--- src/rtl/aes_ctrl_pkg.sv ---
// Shared definitions for the AES DMA sequencer: FSM states, mode codes and
// block geometry.
package aes_ctrl_pkg;

  typedef enum logic [2:0] {
    ST_IDLE     = 3'd0,
    ST_LOAD     = 3'd1,
    ST_START    = 3'd2,
    ST_WAIT_AES = 3'd3,
    ST_STORE    = 3'd4,
    ST_DONE     = 3'd5
  } state_e;

  localparam logic [1:0] MODE_ENC = 2'b01;
  localparam logic [1:0] MODE_DEC = 2'b10;

  localparam int BLOCK_BYTES     = 16;
  localparam int WORDS_PER_BLOCK = 4;

  // Only the two defined mode codes start a job; 00 and 11 are rejected.
  function automatic logic mode_legal(input logic [1:0] mode);
    return (mode == MODE_ENC) || (mode == MODE_DEC);
  endfunction

endpackage

--- src/rtl/aes_word_buf.sv ---
// 128-bit block buffer: 32-bit shift-in from memory reads (first word ends up
// in [127:96]), parallel load of the core result, and word select for stores.
module aes_word_buf
  import aes_ctrl_pkg::*;
(
  input  logic         hclk,
  input  logic         hreset,
  input  logic         shift_en,
  input  logic [31:0]  shift_word,
  input  logic         load_en,
  input  logic [127:0] load_data,
  input  logic [1:0]   sel,
  output logic [127:0] data,
  output logic [31:0]  word
);

  logic [127:0] blk_d;
  logic [127:0] blk_q;

  // Next buffer contents: a core result overrides a memory shift.
  always_comb begin
    blk_d = blk_q;
    if (load_en) begin
      blk_d = load_data;
    end else if (shift_en) begin
      blk_d = {blk_q[95:0], shift_word};
    end
  end

  // Buffer register.
  always_ff @(posedge hclk or posedge hreset) begin
    if (hreset) begin
      blk_q <= '0;
    end else begin
      blk_q <= blk_d;
    end
  end

  // Word 0 is the most significant word, matching the order it was fetched.
  always_comb begin
    case (sel)
      2'd0:    word = blk_q[127:96];
      2'd1:    word = blk_q[95:64];
      2'd2:    word = blk_q[63:32];
      default: word = blk_q[31:0];
    endcase
  end

  assign data = blk_q;

endmodule

--- src/rtl/aes_dma_ctrl.sv ---
// AES DMA sequencer: latches a job on cfg_start, then per 128-bit block reads
// four words, runs the AES core, and writes four result words back.
module aes_dma_ctrl
  import aes_ctrl_pkg::*;
#(
  parameter int TIMEOUT_CYC = 1024
) (
  input  logic         hclk,
  input  logic         hreset,
  input  logic         cfg_start,
  input  logic [31:0]  cfg_src,
  input  logic [31:0]  cfg_dst,
  input  logic [127:0] cfg_key,
  input  logic [1:0]   cfg_mode,
  input  logic [31:0]  cfg_size,
  output logic         mem_req,
  output logic         mem_write,
  output logic [31:0]  mem_addr,
  output logic [31:0]  mem_wdata,
  input  logic         mem_ack,
  input  logic [31:0]  mem_rdata,
  output logic         aes_start,
  output logic         aes_mode,
  output logic [127:0] aes_key,
  output logic [127:0] aes_din,
  input  logic         aes_done,
  input  logic [127:0] aes_dout,
  output logic         busy,
  output logic         done,
  output logic         err
);

  localparam logic [31:0] TIMEOUT_LAST = 32'(TIMEOUT_CYC - 1);
  localparam logic [1:0]  LAST_WORD    = 2'(WORDS_PER_BLOCK - 1);
  localparam logic [31:0] BLOCK_STEP   = 32'(BLOCK_BYTES);

  state_e        state_d,   state_q;
  logic [31:0]   src_d,     src_q;
  logic [31:0]   dst_d,     dst_q;
  logic [127:0]  key_d,     key_q;
  logic [1:0]    mode_d,    mode_q;
  logic [27:0]   blk_cnt_d, blk_cnt_q;
  logic [1:0]    idx_d,     idx_q;
  logic [31:0]   wait_cnt_d, wait_cnt_q;
  logic          err_d,     err_q;

  logic          buf_shift;
  logic          buf_load;
  logic [127:0]  buf_data;
  logic [31:0]   buf_word;
  logic [31:0]   xfer_base;

  aes_word_buf u_buf (
    .hclk       (hclk),
    .hreset     (hreset),
    .shift_en   (buf_shift),
    .shift_word (mem_rdata),
    .load_en    (buf_load),
    .load_data  (aes_dout),
    .sel        (idx_q),
    .data       (buf_data),
    .word       (buf_word)
  );

  // Sequencer next-state and shadow-register update.
  always_comb begin
    state_d    = state_q;
    src_d      = src_q;
    dst_d      = dst_q;
    key_d      = key_q;
    mode_d     = mode_q;
    blk_cnt_d  = blk_cnt_q;
    idx_d      = idx_q;
    wait_cnt_d = wait_cnt_q;
    err_d      = err_q;
    buf_shift  = 1'b0;
    buf_load   = 1'b0;

    case (state_q)
      ST_IDLE: begin
        if (cfg_start) begin
          src_d     = cfg_src;
          dst_d     = cfg_dst;
          key_d     = cfg_key;
          mode_d    = cfg_mode;
          blk_cnt_d = cfg_size[31:4];
          idx_d     = 2'd0;
          err_d     = 1'b0;
          if (!mode_legal(cfg_mode) || (cfg_size[3:0] != 4'd0)) begin
            err_d   = 1'b1;
            state_d = ST_DONE;
          end else if (cfg_size == 32'd0) begin
            state_d = ST_DONE;
          end else begin
            state_d = ST_LOAD;
          end
        end
      end

      ST_LOAD: begin
        if (mem_ack) begin
          buf_shift = 1'b1;
          idx_d     = idx_q + 2'd1;
          if (idx_q == LAST_WORD) begin
            state_d = ST_START;
          end
        end
      end

      ST_START: begin
        wait_cnt_d = 32'd0;
        state_d    = ST_WAIT_AES;
      end

      ST_WAIT_AES: begin
        // A result in the final allowed cycle still wins over the timeout.
        if (aes_done) begin
          buf_load = 1'b1;
          idx_d    = 2'd0;
          state_d  = ST_STORE;
        end else if (wait_cnt_q >= TIMEOUT_LAST) begin
          err_d   = 1'b1;
          state_d = ST_DONE;
        end else begin
          wait_cnt_d = wait_cnt_q + 32'd1;
        end
      end

      ST_STORE: begin
        if (mem_ack) begin
          idx_d = idx_q + 2'd1;
          if (idx_q == LAST_WORD) begin
            src_d     = src_q + BLOCK_STEP;
            dst_d     = dst_q + BLOCK_STEP;
            blk_cnt_d = blk_cnt_q - 28'd1;
            state_d   = (blk_cnt_q == 28'd1) ? ST_DONE : ST_LOAD;
          end
        end
      end

      ST_DONE: begin
        state_d = ST_IDLE;
      end

      default: begin
        state_d = ST_IDLE;
      end
    endcase
  end

  // State and shadow registers; reset aborts any job in flight.
  always_ff @(posedge hclk or posedge hreset) begin
    if (hreset) begin
      state_q    <= ST_IDLE;
      src_q      <= '0;
      dst_q      <= '0;
      key_q      <= '0;
      mode_q     <= '0;
      blk_cnt_q  <= '0;
      idx_q      <= '0;
      wait_cnt_q <= '0;
      err_q      <= 1'b0;
    end else begin
      state_q    <= state_d;
      src_q      <= src_d;
      dst_q      <= dst_d;
      key_q      <= key_d;
      mode_q     <= mode_d;
      blk_cnt_q  <= blk_cnt_d;
      idx_q      <= idx_d;
      wait_cnt_q <= wait_cnt_d;
      err_q      <= err_d;
    end
  end

  // Outputs decode straight from registered state so they hold across stalls
  // and drop to zero the moment reset hits.
  always_comb begin
    mem_req   = (state_q == ST_LOAD) || (state_q == ST_STORE);
    mem_write = (state_q == ST_STORE);
    xfer_base = (state_q == ST_STORE) ? dst_q : src_q;
    mem_addr  = mem_req ? (xfer_base + {28'd0, idx_q, 2'b00}) : 32'd0;
    mem_wdata = mem_write ? buf_word : 32'd0;
    aes_start = (state_q == ST_START);
    aes_mode  = (mode_q == MODE_DEC);
    aes_key   = key_q;
    aes_din   = buf_data;
    busy      = (state_q != ST_IDLE);
    done      = (state_q == ST_DONE);
    err       = err_q;
  end

endmodule

--- config.mk ---
export PLATFORM = sky130hd
export DESIGN_NAME = aes_dma_ctrl
export DESIGN_NICKNAME = d
export VERILOG_FILES = /design/src/rtl/aes_ctrl_pkg.sv /design/src/rtl/aes_word_buf.sv /design/src/rtl/aes_dma_ctrl.sv
export SDC_FILE = /design/constraint.sdc
export NUM_CORES = 1
export LEC_CHECK = 0
export CAP_MARGIN = 10
export CORE_AREA = 2 2 280 282
export DETAILED_ROUTE_END_ITERATION = 7
export DIE_AREA = 0 0 282 284
export GPL_ROUTABILITY_DRIVEN = 0
export PLACE_DENSITY = 0.61
export SLEW_MARGIN = 20
export SYNTH_ARGS = -nofsm -noshare
export SYNTH_HDL_FRONTEND = slang
export SYNTH_HIERARCHICAL = 1
export SYNTH_SLANG_ARGS = --single-unit
--- constraint.sdc ---
create_clock -name hclk -period 12.3 [get_ports hclk]
set_clock_uncertainty 0.2 [all_clocks]
set_input_delay 2.46 -clock hclk [delete_from_list [all_inputs] [get_ports hclk]]
set_output_delay 2.46 -clock hclk [all_outputs]
set_load 0.005 [all_outputs]
==> results of run 1 <==
cells in the final DEF, fill, tap and decap left out, drive strengths merged, types with 6 or more instances in the layout:
| master | n |
|---|---|
| a211oi | 6 |
| a21oi | 123 |
| a22oi | 8 |
| a2bb2oi | 14 |
| a31oi | 9 |
| a32oi | 6 |
| and2 | 63 |
| and3 | 13 |
| and4 | 7 |
| buf | 17 |
| bufinv | 8 |
| clkbuf | 67 |
| clkdlybuf4s50 | 717 |
| dfrtp | 388 |
| ha | 8 |
| inv | 20 |
| mux2 | 139 |
| mux2i | 152 |
| mux4 | 32 |
| nand2 | 244 |
| nand2b | 6 |
| nand3 | 69 |
| nand4 | 23 |
| nor2 | 92 |
| nor3 | 22 |
| nor4 | 26 |
| o21ai | 205 |
| o22a | 7 |
| o22ai | 39 |
| o2bb2ai | 7 |
| or3 | 13 |
| or4 | 8 |
| xnor2 | 15 |
| xor2 | 12 |
layer usage:
| layer | track usage | wire length, um |
|---|---|---|
| met3 | 0.0476 | 6310 |
| met1 | 0.235 | 32000 |
| met5 | 0 | 41 |
| met2 | 0.340 | 40500 |
| met4 | 0.0665 | 2800 |
logic make-up (layout without fill, tap and decap cells):
family	count (synthesis)	after routing
other	0	4
buffers and inverters	168	836
DFF	388	388
muxes	323	323
xor gates and xnor gates	27	27
adders and majority gates	9	9
and+or+nand+nor	599	599
AOI/OAI and AO/OA	463	463
worst register-to-register path, cell delays in order, from the launching register on:
cell	delay (ps)
dfrtp_1	590
or3b_4	770
inv_6	570
buf_4	780
buf_4	650
nand3_1	210
o21a_1	150
o22a_1	170
state kept, by name (all words and copies together), names as in the netlist:
signal      count
aes_key       128
blk_cnt_q      28
dst_q          32
err             1
idx_q           2
mode_q          2
src_q          32
state_q         3
u_buf/data    128
wait_cnt_q     32
cells in the mapped netlist, drive strengths merged, types with 9 or more instances:
library cell,n
o21ai,205
mux4,32
or3,13
xnor2,15
mux2,139
nor4,26
nor3,22
o22ai,39
a2bb2oi,14
and2,63
inv,19
buf,50
a21oi,123
nor2,92
xor2,12
dfrtp,388
mux2i,152
nand2,244
a31oi,9
clkbuf,98
and3,13
nand3,69
nand4,23
final cells by class:
type                       instances  area share
sequential                       388       0.325
tap                             1040      0.0436
clock buffer                      67      0.0446
clock inverter                    15      0.0105
timing repair buffer             734       0.246
inverter                          20     0.00310
antenna                            4    0.000335
multi-input combinational       1421       0.327
report_power, final:
part           internal, mW  switching, mW  total (mW)
sequential             1.88          0.673        2.56
clock                 0.919          0.576        1.50
combinational          1.87           1.43        3.30
total                  4.67           2.68        7.35
through the flow:
| step | setup slack (ps) | hold slack, ps | power, mW | util |
|---|---|---|---|---|
| floorplan | 2480 | 244 | 3.97 | - |
| global placement | 5000 | 263 | 5.86 | 0.366 |
| detailed placement | 4980 | 265 | 5.88 | 0.366 |
| CTS | 4350 | 281 | 7.41 | 0.388 |
| global route | 3950 | 298 | 7.77 | 0.388 |
| finish | 4220 | 278 | 7.35 | 0.388 |
worst paths after layout:
path	endpoint	slack, ps	cells after the start
setup / recovery	mem_addr[16]	4220	12
hold / removal	wait_cnt_q[23]$_DFFE_PP0P_	280	1
setup reg to reg	src_q[17]$_DFFE_PP0P_	8090	7
hold reg to reg	wait_cnt_q[23]$_DFFE_PP0P_	280	1
max in group asynchronous	idx_q[0]$_DFFE_PP0P_	8060	3
min in group asynchronous	u_buf/data[97]$_DFFE_PP0P_	2280	2
==> reports/metrics.yaml, run 1 <==
run_status:
  outcome: "finished clean"
worst_setup_path:
  worst_path_max_delay_cell: "a211oi_1"
  endpoint_kind: "primary output"
  crit_family: "simple AND/OR/NAND/NOR gates"
  reg2reg_from: "state_q[1]$_DFFE_PP0P_"
  cp-start-kind: "register"
  crit_start: "state_q[1]$_DFFE_PP0P_"
  required_ps: 9640
  cpPeakStageDelay_ps: 860
  path_class: "reg2out"
  crit_path_max_fanout: 92
  critPathArrivalTime_ps: 5420
  crit_top_cell: "nand2_1"
  cp.buffers_inverters: 3
  cp_cell_sequence: "or3b_4 -> inv_6 -> nand2_1 -> nand2_1 -> ha_1 -> inv_1 -> fa_1 -> a211oi_1 -> nand2b_1 -> xnor2_1 -> nor2_1 -> clkdlybuf4s50_1"
placed_design:
  dpl_cell_area_um2: 28200
  portBuffers: 717
  dpl.cell_count: 3603
  dp_hpwl_um: 61400
die:
  dieArea_um2: 80100
  dieWidth_um: 282
  die_height_um: 284
  core_area_um2: 77000
  rows: 102
  io_pins: 718
  start_util: 0.263
clock_network:
  clk_latency_ps: 570
  path_clk_slew_ps: 60
  tritoncts: "yes"
  numCtsBuffers: 45
  cts_setup_buffers: 0
  cts_sinks: 388
  cts_root_buf: "clkbuf_16"
  cts_resized: 0
  htreeDepth: 2
  cts_hold_buf: 0
  cts_max_path_buffers: 3
yosys:
  netlist_instances: 1977
  synthAdderAreaFrac: 0.00592
  yosysSeqAreaShare: 0.479
  synth_nets: 2377
  ys_types: 71
  muxShareOfSynthArea: 0.188
  synthXorXnorAreaFrac: 0.0117
  synth_top_area_frac: 0.479
  synth_area_leaders: "dfrtp_1, mux2_2, mux2i_1, o21ai_0, nand2_1"
  synth-compound-area-share: 0.133
  synthArstFlopShare: 1.00
  ys_warn_count: 6
  syn_area_um2: 20300
  synth_ff_type: "dfrtp_1"
  avgSynthCellArea_um2: 10.3
  synth-edff-count: 0
  synth.largest_area_cell: "dfrtp_1"
  yosys.area_share.simple: 0.141
  ys_seq_elements: 388
  synth_top_family_by_area: "multiplexers"
sta:
  final-hold-violation-count: 0
  period_share: 0.657
  layout_min_cycle_time_ps: 8080
  setup_tns_ps: 0
  tightest_slew_ps: 1100
  rsz0062_at_grt: "no"
  finalSetupViolCount: 0
  drv_slew: 0
  max_freq_mhz: 124
  slew_headroom: 0.270
final_layout:
  multiInputGateArea_um2: 9760
  regArea_um2: 9710
  drive_above_1_share: 0.106
  finalNetCount: 3010
  syn2layout_area_growth_pct: 47.2
  instances_no_fill: 3689
  nFillCells: 7628
  design_area_um2: 29900
worst_hold_path:
  hold_path.startpoint: "wait_cnt_q[23]$_DFFE_PP0P_"
  hold_class: "reg2reg"
global_routing:
  gr-total-overflow: 0
  grt_pass1_vias: 17800
  antenna_found_initial: 10
  grt_max_degree: 148
  grt_pass1_wl_um: 119000
  grt_usage: 0.196
route:
  final_antenna_net_count: 0
  dr.first_iter.drc_count: 1315
  wirelength_um: 81700
  drc_errors: 0
  dr_total_vias: 18300
  avgViaCountPerCell: 4.95
  dr.pass1.iters: 7
  wl_per_cell_um: 22.1
power_and_ir_drop:
  leakagePower_nw: 11.5
  peakVddDrop_mv: 0.111
  power_density_nw_per_um2: 246
run:
  cap_violations: 0
Power figures use the tool's default switching activity.
==> run 2: changes to the inputs <==
--- a/config.mk
+++ b/config.mk
@@ -10,7 +10,7 @@
 export DETAILED_ROUTE_END_ITERATION = 7
 export DIE_AREA = 0 0 282 284
 export GPL_ROUTABILITY_DRIVEN = 0
-export PLACE_DENSITY = 0.61
+export PLACE_DENSITY = 0.63
 export SLEW_MARGIN = 20
 export SYNTH_ARGS = -nofsm -noshare
 export SYNTH_HDL_FRONTEND = slang
==> constraint.sdc (replaced) <==
create_clock -name hclk -period 7 [get_ports hclk]
set_clock_uncertainty 0.2 [all_clocks]
set_input_delay 1.4 -clock hclk [delete_from_list [all_inputs] [get_ports hclk]]
set_output_delay 1.4 -clock hclk [all_outputs]
set_load 0.005 [all_outputs]
==> run 2 against run 1 <==
Net effect:
- count of clock-buffer cells in the layout is 9 higher
- clock power rose by 65%
- via count fell by 0.10%
- critical path depth fell by 3
- hold slack is essentially flat
- die area unchanged
- register-to-register slack got worse by 4900 ps
- sequential share of layout area about the same
- combinational power up 77%
- core utilization about the same
- cell area about the same
- setup slack lost 3400 ps
- largest cell class unchanged
- largest power group unchanged
- highest routed layer unchanged
==> reports/metrics.yaml, run 2 (synthesis gave the netlist of run 1 again) <==
run_status:
  outcome: "finished clean"
die:
  start_util: 0.263  # unchanged
  dieArea_um2: 80100  # unchanged
  rows: 102  # unchanged
  die_height_um: 284  # unchanged
  dieWidth_um: 282  # unchanged
  io_pins: 718  # unchanged
  core_area_um2: 77000  # unchanged
clock_network:
  htreeDepth: 2  # unchanged
  cts_hold_buf: 0  # unchanged
  cts_max_path_buffers: 3  # unchanged
  cts_sinks: 388  # unchanged
  clk_latency_ps: 580  # about the same
  cts_setup_buffers: 0  # unchanged
  cts_resized: 0  # unchanged
  path_clk_slew_ps: 50  # about the same
  cts_root_buf: "clkbuf_16"
  numCtsBuffers: 47  # +4.4%
  tritoncts: "yes"
placed_design:
  dp_hpwl_um: 62300  # +1.4%
  dpl.cell_count: 3610  # +0.19%
  portBuffers: 717  # unchanged
worst_setup_path:
  reg2reg_depth: 8  # +1
  reg2reg_from: "idx_q[1]$_DFFE_PP0P_"
  r2r-end: "dst_q[23]$_DFFE_PP0P_"
  critPathArrivalTime_ps: 4540  # -880 ps
  crit_path_max_fanout: 66  # -28%
  path_class: "reg2out"
  r2r_slack_ps: 3210  # -4880 ps
  cpPeakStageDelay_ps: 650  # -210 ps
  crit_family: "buffers and inverters"
  cp.buffers_inverters: 3  # unchanged
  cp_cell_sequence: "or3b_4 -> buf_4 -> buf_4 -> nand4_1 -> a22oi_1 -> nand4_1 -> xor2_1 -> o22ai_1 -> clkdlybuf4s50_1"
  required_ps: 5400  # -4240 ps
  cp-start-kind: "register"
  endpoint_kind: "primary output"
  worst_path_max_delay_cell: "dfrtp_1"
route:
  dr_total_vias: 18300  # -0.10%
  final_antenna_net_count: 0  # unchanged
  dr.pass1.iters: 5  # -2
  drc_errors: 0  # unchanged
  wl_per_cell_um: 22.2  # about the same
  dr.first_iter.drc_count: 1546  # +18%
  wirelength_um: 82000  # +0.33%
  avgViaCountPerCell: 4.93  # -0.40%
global_routing:
  grt_usage: 0.197  # +0.000963
  gr-total-overflow: 0  # unchanged
  grt_pass1_wl_um: 120000  # +0.13%
  antenna_found_initial: 8  # -2
  grt_pass1_vias: 17800  # -0.35%
  grt_max_degree: 209  # +41%
power_and_ir_drop:
  leakagePower_nw: 11.5  # about the same
  swShare: 0.370  # +0.00531
  peakVddDrop_mv: 0.213  # +92%
  power_density_nw_per_um2: 429  # +74%
  intPower_mw: 8.07  # +73%
  p_switching_mw: 4.74  # +77%
  clockPowerShare: 0.194  # -0.009
  combinationalPowerShare: 0.457  # +0.008
  pwr-share-seq: 0.350  # +0.002
sta:
  final-hold-violation-count: 0  # unchanged
  setup_tns_ps: 0  # unchanged
  slew_headroom: 0.276  # +0.00602
  drv_slew: 0  # unchanged
  layout_min_cycle_time_ps: 6140
  max_freq_mhz: 163
  finalSetupViolCount: 0  # unchanged
  rsz0062_at_grt: "no"
  period_share: 0.877
  tightest_slew_ps: 1080  # -12.5 ps
final_layout:
  instances_no_fill: 3700  # +0.30%
  drive_above_1_share: 0.108  # +0.00216
  syn2layout_area_growth_pct: 47.2  # about the same
  nFillCells: 7588  # -0.52%
  final_common_cell: "clkdlybuf4s50_1"
  finalNetCount: 3019  # +0.30%
  final_cell_mix: "clkdlybuf4s50_1, dfrtp_1, nand2_1"
worst_hold_path:
  hold_path.startpoint: "wait_cnt_q[20]$_DFFE_PP0P_"
  hold_class: "reg2reg"
  hold-path-endpoint: "wait_cnt_q[20]$_DFFE_PP0P_"
  holdPathStages: 1  # unchanged
run:
  cap_violations: 0  # unchanged
[run 2: cell types whose count changed in the layout (fill, tap and decap cells not counted), sizes merged]
cell	change
diode	-1
clkinvlp	-1
clkinv	+4
inv	-1
buf	+7
bufinv	-6
clkbuf	+9
[run 2: area by class of cell]
cell class | count | area (um^2) | share of cell area
Clock buffer | 76 | 1430 | 0.0478
Timing Repair Buffer | 741 | 7420 | 0.249
Multi-Input combinational cell | 1421 | 9760 | 0.327
Inverter | 20 | 88.8 | 0.00298
Clock inverter | 11 | 130 | 0.00436
Tap cell | 1040 | 1300 | 0.0436
Sequential cell | 388 | 9710 | 0.325
Antenna cell | 3 | 7.51 | 0.000251
[run 2: per-layer routing]
metal	part of all wire	GRT usage	vias to the layer above
li1	-	-	8442
met5	0.00032	0	-
met2	0.49	0.339	770
met3	0.079	0.0494	143
met4	0.033	0.0604	4
met1	0.40	0.241	8897
[run 2: worst max-delay path by stage]
stage | from | to | cells past startpoint
after floorplan | state_q[1]$_DFFE_PP0P_ | mem_addr[14] | 18
after global placement | state_q[0]$_DFFE_PP0P_ | mem_addr[16] | 12
after detailed placement | state_q[2]$_DFFE_PP0P_ | mem_addr[28] | 12
after CTS | state_q[2]$_DFFE_PP0P_ | mem_addr[28] | 12
after global routing | state_q[0]$_DFFE_PP0P_ | mem_addr[31] | 9
final | state_q[0]$_DFFE_PP0P_ | mem_addr[31] | 9
[run 2: power groups by stage]
stage | sequential [mW] | combinational [mW] | clock (mW)
6_report | 4.48 | 5.85 | 2.48
5_1_grt | 4.62 | 6.27 | 2.63
4_1_cts | 4.45 | 5.91 | 2.55
3_5_place_dp | 4.47 | 5.89 | 0
3_3_place_gp | 4.46 | 5.86 | 0
2_1_floorplan | 4.09 | 2.89 | 0
[run 2: through the flow]
stage	hold slack [ps]	total power [mW]	utilization	worst slack, ps	area [um^2]
after floorplan	244	6.98	-	1780	20300
after global placement	261	10.3	0.367	1540	28300
after detailed placement	265	10.4	0.367	1500	28300
after CTS	278	12.9	0.388	868	29800
after global routing	298	13.5	0.388	585	29800
final	278	12.8	0.388	862	29800
